`config.mk`:
```
export PLATFORM = sky130hd
export DESIGN_NAME = traffic_ctrl
export DESIGN_NICKNAME = d
export VERILOG_FILES = /design/src/rtl/traffic_pkg.sv /design/src/rtl/traffic_tick_gen.sv /design/src/rtl/traffic_ctrl.sv
export SDC_FILE = /design/constraint.sdc
export NUM_CORES = 1
export LEC_CHECK = 0
export CAP_MARGIN = 20
export CORE_ASPECT_RATIO = 1.5
export CORE_MARGIN = 2
export CORE_UTILIZATION = 45
export DETAILED_ROUTE_END_ITERATION = 12
export GPL_ROUTABILITY_DRIVEN = 0
export PLACE_DENSITY = 0.71
export SLEW_MARGIN = 30
export SYNTH_ARGS = -nofsm -noshare
export SYNTH_HDL_FRONTEND = slang
export SYNTH_SLANG_ARGS = --single-unit
```
`constraint.sdc`:
```
create_clock -name clk -period 2.35 [get_ports clk]
set_clock_uncertainty 0.05 [all_clocks]
set_input_delay 0.235 -clock clk [delete_from_list [all_inputs] [get_ports clk]]
set_output_delay 0.235 -clock clk [all_outputs]
set_load 0.01 [all_outputs]
```
`src/rtl/traffic_pkg.sv`:
```
// Shared types for the intersection controller: FSM state encoding and lamp colours.
// TRAFFIC_NIGHT_FLASH_EN adds the FLASH state.
package traffic_pkg;

    typedef enum logic [2:0] {
        NS_GREEN  = 3'd0,
        NS_YELLOW = 3'd1,
        ALLRED_A  = 3'd2,
        EW_GREEN  = 3'd3,
        EW_YELLOW = 3'd4,
        ALLRED_B  = 3'd5,
        PED_WALK  = 3'd6
`ifdef TRAFFIC_NIGHT_FLASH_EN
        ,
        FLASH     = 3'd7
`endif
    } state_t;

    // Lamp triplets are {R,G,B}; yellow is red+green.
    localparam logic [2:0] RED    = 3'b100;
    localparam logic [2:0] YELLOW = 3'b110;
    localparam logic [2:0] GREEN  = 3'b010;
    localparam logic [2:0] OFF    = 3'b000;

    function automatic int max2(input int a, input int b);
        return (a > b) ? a : b;
    endfunction

endpackage

```
`src/rtl/traffic_tick_gen.sv`:
```
// Phase-timing prescaler: one-cycle tick every TICK_DIV clocks.
module traffic_tick_gen #(
    parameter int TICK_DIV = 100_000_000
) (
    input  logic clk,
    input  logic rst,
    output logic tick
);

    localparam int W = (TICK_DIV > 1) ? $clog2(TICK_DIV) : 1;

    logic [W-1:0] cnt;

    assign tick = (cnt == W'(TICK_DIV - 1));

    always_ff @(posedge clk) begin
        if (rst)       cnt <= '0;
        else if (tick) cnt <= '0;
        else           cnt <= cnt + 1'b1;
    end

endmodule

```
`src/rtl/traffic_ctrl.sv`:
```
// Two-approach intersection controller with pedestrian walk phase.
// Define TRAFFIC_NIGHT_FLASH_EN for the night-mode flashing-yellow state and night input.
module traffic_ctrl
    import traffic_pkg::*;
#(
    parameter int CLK_FREQ = 100_000_000,
    parameter int TICK_DIV = 100_000_000,
    parameter int GREEN_T  = 5,
    parameter int YELLOW_T = 2,
    parameter int ALLRED_T = 1,
    parameter int WALK_T   = 4
) (
    input  logic       clk,
    input  logic       rst,
    input  logic       ped_req,
`ifdef TRAFFIC_NIGHT_FLASH_EN
    input  logic       night,
`endif
    output logic [2:0] ns_rgb,
    output logic [2:0] ew_rgb,
    output logic       walk,
    output logic       ped_wait,
    output logic [2:0] phase
);

    localparam int MAXD = max2(max2(GREEN_T, YELLOW_T), max2(ALLRED_T, WALK_T));
    localparam int CW   = (MAXD > 1) ? $clog2(MAXD) : 1;

    if (CLK_FREQ < TICK_DIV) begin : g_bad_cfg
        $error("traffic_ctrl: TICK_DIV exceeds CLK_FREQ");
    end

    logic          tick;
    state_t        state, nxt;
    logic [CW-1:0] phase_cnt, dur_m1;
    logic          done, rise;
    logic          req_s1, req_s2, req_d;
    logic          ped_pending, next_dir;

    traffic_tick_gen #(.TICK_DIV(TICK_DIV)) u_tick (
        .clk  (clk),
        .rst  (rst),
        .tick (tick)
    );

    // ped_req is asynchronous; req_d holds the previous synchronized level for edge detection.
    always_ff @(posedge clk) begin
        if (rst) begin
            req_s1 <= 1'b0;
            req_s2 <= 1'b0;
            req_d  <= 1'b0;
        end else begin
            req_s1 <= ped_req;
            req_s2 <= req_s1;
            req_d  <= req_s2;
        end
    end

    assign rise = req_s2 & ~req_d;

`ifdef TRAFFIC_NIGHT_FLASH_EN
    logic night_s1, night_s;
    always_ff @(posedge clk) begin
        if (rst) begin
            night_s1 <= 1'b0;
            night_s  <= 1'b0;
        end else begin
            night_s1 <= night;
            night_s  <= night_s1;
        end
    end
`endif

    always_comb begin
        dur_m1 = CW'(ALLRED_T - 1);
        case (state)
            NS_GREEN, EW_GREEN:   dur_m1 = CW'(GREEN_T - 1);
            NS_YELLOW, EW_YELLOW: dur_m1 = CW'(YELLOW_T - 1);
            PED_WALK:             dur_m1 = CW'(WALK_T - 1);
            default:              dur_m1 = CW'(ALLRED_T - 1);
        endcase
    end

    assign done = tick && (phase_cnt == dur_m1);

    always_comb begin
        nxt = state;
        case (state)
            NS_GREEN:  if (done) nxt = NS_YELLOW;
            NS_YELLOW: if (done) nxt = ALLRED_A;
            EW_GREEN:  if (done) nxt = EW_YELLOW;
            EW_YELLOW: if (done) nxt = ALLRED_B;
            ALLRED_A, ALLRED_B: if (done) begin
`ifdef TRAFFIC_NIGHT_FLASH_EN
                if (night_s)          nxt = FLASH;
                else
`endif
                if (ped_pending)      nxt = PED_WALK;
                else if (state == ALLRED_A) nxt = EW_GREEN;
                else                  nxt = NS_GREEN;
            end
            PED_WALK:  if (done) nxt = next_dir ? EW_GREEN : NS_GREEN;
`ifdef TRAFFIC_NIGHT_FLASH_EN
            FLASH:     if (tick && !night_s) nxt = ALLRED_B;
`endif
            default:   nxt = ALLRED_B;
        endcase
    end

    always_ff @(posedge clk) begin
        if (rst) state <= ALLRED_B;
        else     state <= nxt;
    end

    // next_dir remembers which green the walk phase displaced (1 = EW).
    always_ff @(posedge clk) begin
        if (rst) begin
            phase_cnt   <= '0;
            next_dir    <= 1'b0;
            ped_pending <= 1'b0;
        end else begin
            if (nxt != state) phase_cnt <= '0;
            else if (tick)    phase_cnt <= phase_cnt + 1'b1;

            if (done && state == ALLRED_A) next_dir <= 1'b1;
            if (done && state == ALLRED_B) next_dir <= 1'b0;

            if (nxt == PED_WALK && state != PED_WALK) ped_pending <= 1'b0;
            else if (rise && state != PED_WALK)       ped_pending <= 1'b1;
`ifdef TRAFFIC_NIGHT_FLASH_EN
            if (state == FLASH || nxt == FLASH) ped_pending <= 1'b0;
`endif
        end
    end

    always_comb begin
        ns_rgb = RED;
        ew_rgb = RED;
        walk   = 1'b0;
        case (state)
            NS_GREEN:  ns_rgb = GREEN;
            NS_YELLOW: ns_rgb = YELLOW;
            EW_GREEN:  ew_rgb = GREEN;
            EW_YELLOW: ew_rgb = YELLOW;
            PED_WALK:  walk   = 1'b1;
`ifdef TRAFFIC_NIGHT_FLASH_EN
            // phase_cnt counts ticks within FLASH, so its LSB gives the blink phase.
            FLASH: begin
                ns_rgb = phase_cnt[0] ? OFF : YELLOW;
                ew_rgb = phase_cnt[0] ? OFF : YELLOW;
            end
`endif
            default: ;
        endcase
    end

    assign ped_wait = ped_pending;
    assign phase    = state;

endmodule
```
==> impl_metrics.csv <==
group,metric,value,unit
setup_path,reg2reg_slack,0.20,ns
synthesis,ys_seq_elements,38,
placed_design,post-place-ws,0.227,ns
hold_path,hold_depth,1,
placed_design,place_area,0.00203,mm²
synthesis,yosysMostFrequentCell,"nor2_1",
drt,drc,0,
hold_path,hold_class,"reg -> reg",
clock_network,htreeDepth,2,
timing,tightest_slew,0.593,ns
clock_network,hold_buffers,0,
power,p_sw_share,21.7,%
drt,first_pass_iters,4,
drt,dr_total_vias,1503,
grt,grt_overflow,0,
synthesis,synthCells,220,
clock_network,cts_setup_buffers,0,
die,die_h,83.3,µm
timing,slew_headroom,60.1,%
drt,routed_wl,3440,µm
drt,drt-initial-drc-count,42,
synthesis,synth_top_cell_by_area,"dfxtp_1",
timing,report.final.setup_viol,0,
placed_design,dpl.hpwl,2540,µm
grt,grt_pass1_wl,6130,µm
die,initial_core_util,47.2,%
flow_run,drv_cap,0,
die,design.core.area,0.00399,mm²
drt,wire_per_inst,12.4,µm
setup_path,worstSetupPathType,"reg -> out",
clock_network,cts_resized,0,
synthesis,ys_async_sr_fraction,0,%
layout,final_cell_area,0.00212,mm²
power,combPwrFrac,3.4,%
placed_design,portBuffers,11,
layout,final_cells,277,
synthesis,synth_edf_count,0,
hold_path,min_from,"req_s1",
setup_path,startpoint_type,"flop",
status,status,"finished, final reports clean",
clock_network,cts_made_buffers,5,
clock_network,clockBufferDepth,2,
placed_design,dp.cells,269,
grt,grt_pass1_vias,1430,
timing,fin_ws,0.155,ns
layout,drive_gt1_share,8.62,%
grt,grt_max_degree,18,
setup_path,end_kind,"output pin",
power,clkPwrFrac,39.7,%
timing,tns,0,ns
timing,period_needed,2.20,ns
power,power_switching,0.000251,W
power,p_int,0.000904,W
synthesis,synth.top_cell.area_share,40.3,%
power,p_per_area,545,mW/mm²
power,seqPwrFrac,56.9,%
drt,via_per_inst,5.43,
grt,grt_use_met3,3.89,%
clock_network,root_buffer,"clkbuf_8",
timing,max_freq,455,MHz
power,p_leak,0.783,nW
layout,fillCellCount,397,
synthesis,synthesis.area,0.00189,mm²
timing,rsz0062_at_grt,"false",
die,placementRows,28,
hold_path,min_to,"req_s2",
synthesis,avgSynthCellArea,8.57,µm²
grt,grt_use_met2,27.5,%
synthesis,ys_seq_area_share,40.3,%
grt,antenna_found_initial,0,
power,vdd_drop_max,459,µV
setup_path,cp.required,2.07,ns
synthesis,synth.distinct_cells,50,
grt,grtUsageTotal,16.4,%
layout,area_growth_syn_to_layout,12.5,%
drt,antenna_left,0,
setup_path,r2r_cells,6,
layout,fin_nets,236,
setup_path,r2r-start,"phase[2]",
grt,met1_usage,18.4,%
setup_path,rr_endpoint,"phase[0]",
die,io_pins,14,
clock_network,path_clk_slew,0.07,ns
setup_path,arrival,1.91,ns
clock_network,cts_sinks,38,
grt,busiest_layer,"met2",
layout,diodes,0,
clock_network,clock_latency,0.29,ns
timing,hold_viol,0,
setup_path,cp_max_fo,17,
timing,fin_crit_sh,93.4,%
die,dieArea,0.00473,mm²
synthesis,synthTopCellsByCount,"nor2_1 (44), dfxtp_1 (38), nand2_1 (24)",
synthesis,ys_warn_count,0,
synthesis,synth_area_leaders,"dfxtp_1 (40%), xor2_1 (11%), nor2_1 (8.8%)",
clock_network,tritoncts,"yes",
die,die_w,56.9,µm
synthesis,ys.flop_type,"dfxtp_1",
timing,slew_violations,0,
[worst max path at each step]
stage | start | to | slack, ns | depth (start not counted)
floorplan | u_tick.cnt[0] | phase[0] | 0.35 | 7
global placement | phase[2] | phase[0] | 0.28 | 6
detailed placement | phase[2] | phase[0] | 0.23 | 6
CTS | phase[2] | walk | 0.16 | 3
global route | phase[2] | walk | 0.02 | 3
finish | phase[2] | walk | 0.15 | 3
[power groups by stage]
stage	clock [W]	sequential (W)	combinational [W]
finish	0.000459	0.000657	0.0000389
global route	0.000503	0.000658	0.0000439
CTS	0.000473	0.000657	0.0000398
detailed placement	0	0.000672	0.0000395
global placement	0	0.000672	0.0000400
floorplan	0	0.000671	0.0000289
[metrics by stage]
stage	total power [W]	hold slack, ns	util (%)
after floorplan	0.000700	0.313	-
after global placement	0.000712	0.370	50.8
after detailed placement	0.000712	0.380	50.8
after CTS	0.00117	0.404	53.1
after global routing	0.00121	0.417	53.1
final	0.00116	0.396	53.1
[registers in the layout, summed over array words and instances (netlist names)]
name,cells
phase,3
next_dir,1
phase_cnt,3
req_s2,1
req_d,1
req_s1,1
ped_wait,1
u_tick.cnt,27
[final cells by class]
type | count | area, µm² | area share [%]
Sequential cell | 38 | 761 | 35.8
Clock buffer | 7 | 86.3 | 4.07
Clock inverter | 1 | 5.00 | 0.236
Inverter | 3 | 11.3 | 0.531
Timing Repair Buffer | 16 | 148 | 6.96
Tap cell | 45 | 56.3 | 2.65
Multi-Input combinational cell | 167 | 1050 | 49.7
[critical path, cell delays in order, from the launching register on]
cell	delay, ns
dfxtp_1	0.64
nand2_1	0.18
nor2_1	0.22
clkdlybuf4s50_1	0.58
[per-layer routing]
| layer | share of wire, % | routed length, µm |
|---|---|---|
| met3 | 3.8 | 129 |
| met2 | 51 | 1740 |
| met4 | 3.3 | 114 |
| met1 | 42 | 1450 |
| met5 | 0 | 0 |
[logic make-up (layout without fill, tap and decap cells)]
kind of cell | after synthesis | in the layout | synth area share [%]
adder cells (fa/ha/maj) | 2 | 2 | 1.33
AND/OR/NAND/NOR | 114 | 114 | 31.5
XOR/XNOR | 29 | 29 | 13.5
flip-flops | 38 | 38 | 40.3
multiplexers | 2 | 2 | 1.06
AO/OA/AOI/OAI | 18 | 18 | 8.23
buffers and inverters | 16 | 27 | 3.91
other | 1 | 2 | 0.199
[cells in the final DEF, fill, tap and decap left out, types with 2 or more instances in the layout]
master,synthesis,routed
nand2_1,24,24
xor2_1,23,23
clkbuf_8,0,6
nor3_1,2,2
xnor2_1,6,6
o21ai_0,2,2
mux2i_1,2,2
or3_1,2,2
nor4b_1,2,2
dfxtp_1,38,38
buf_4,2,5
inv_1,3,3
nor3b_1,2,2
nand4_1,9,9
and4_1,2,2
nor4_1,4,4
nor2b_1,3,3
nor2_1,44,44
ha_1,2,2
clkdlybuf4s50_1,0,11
conb_1,1,2
nand3_1,9,9
Note: power is estimated with default switching activity, not from simulation.
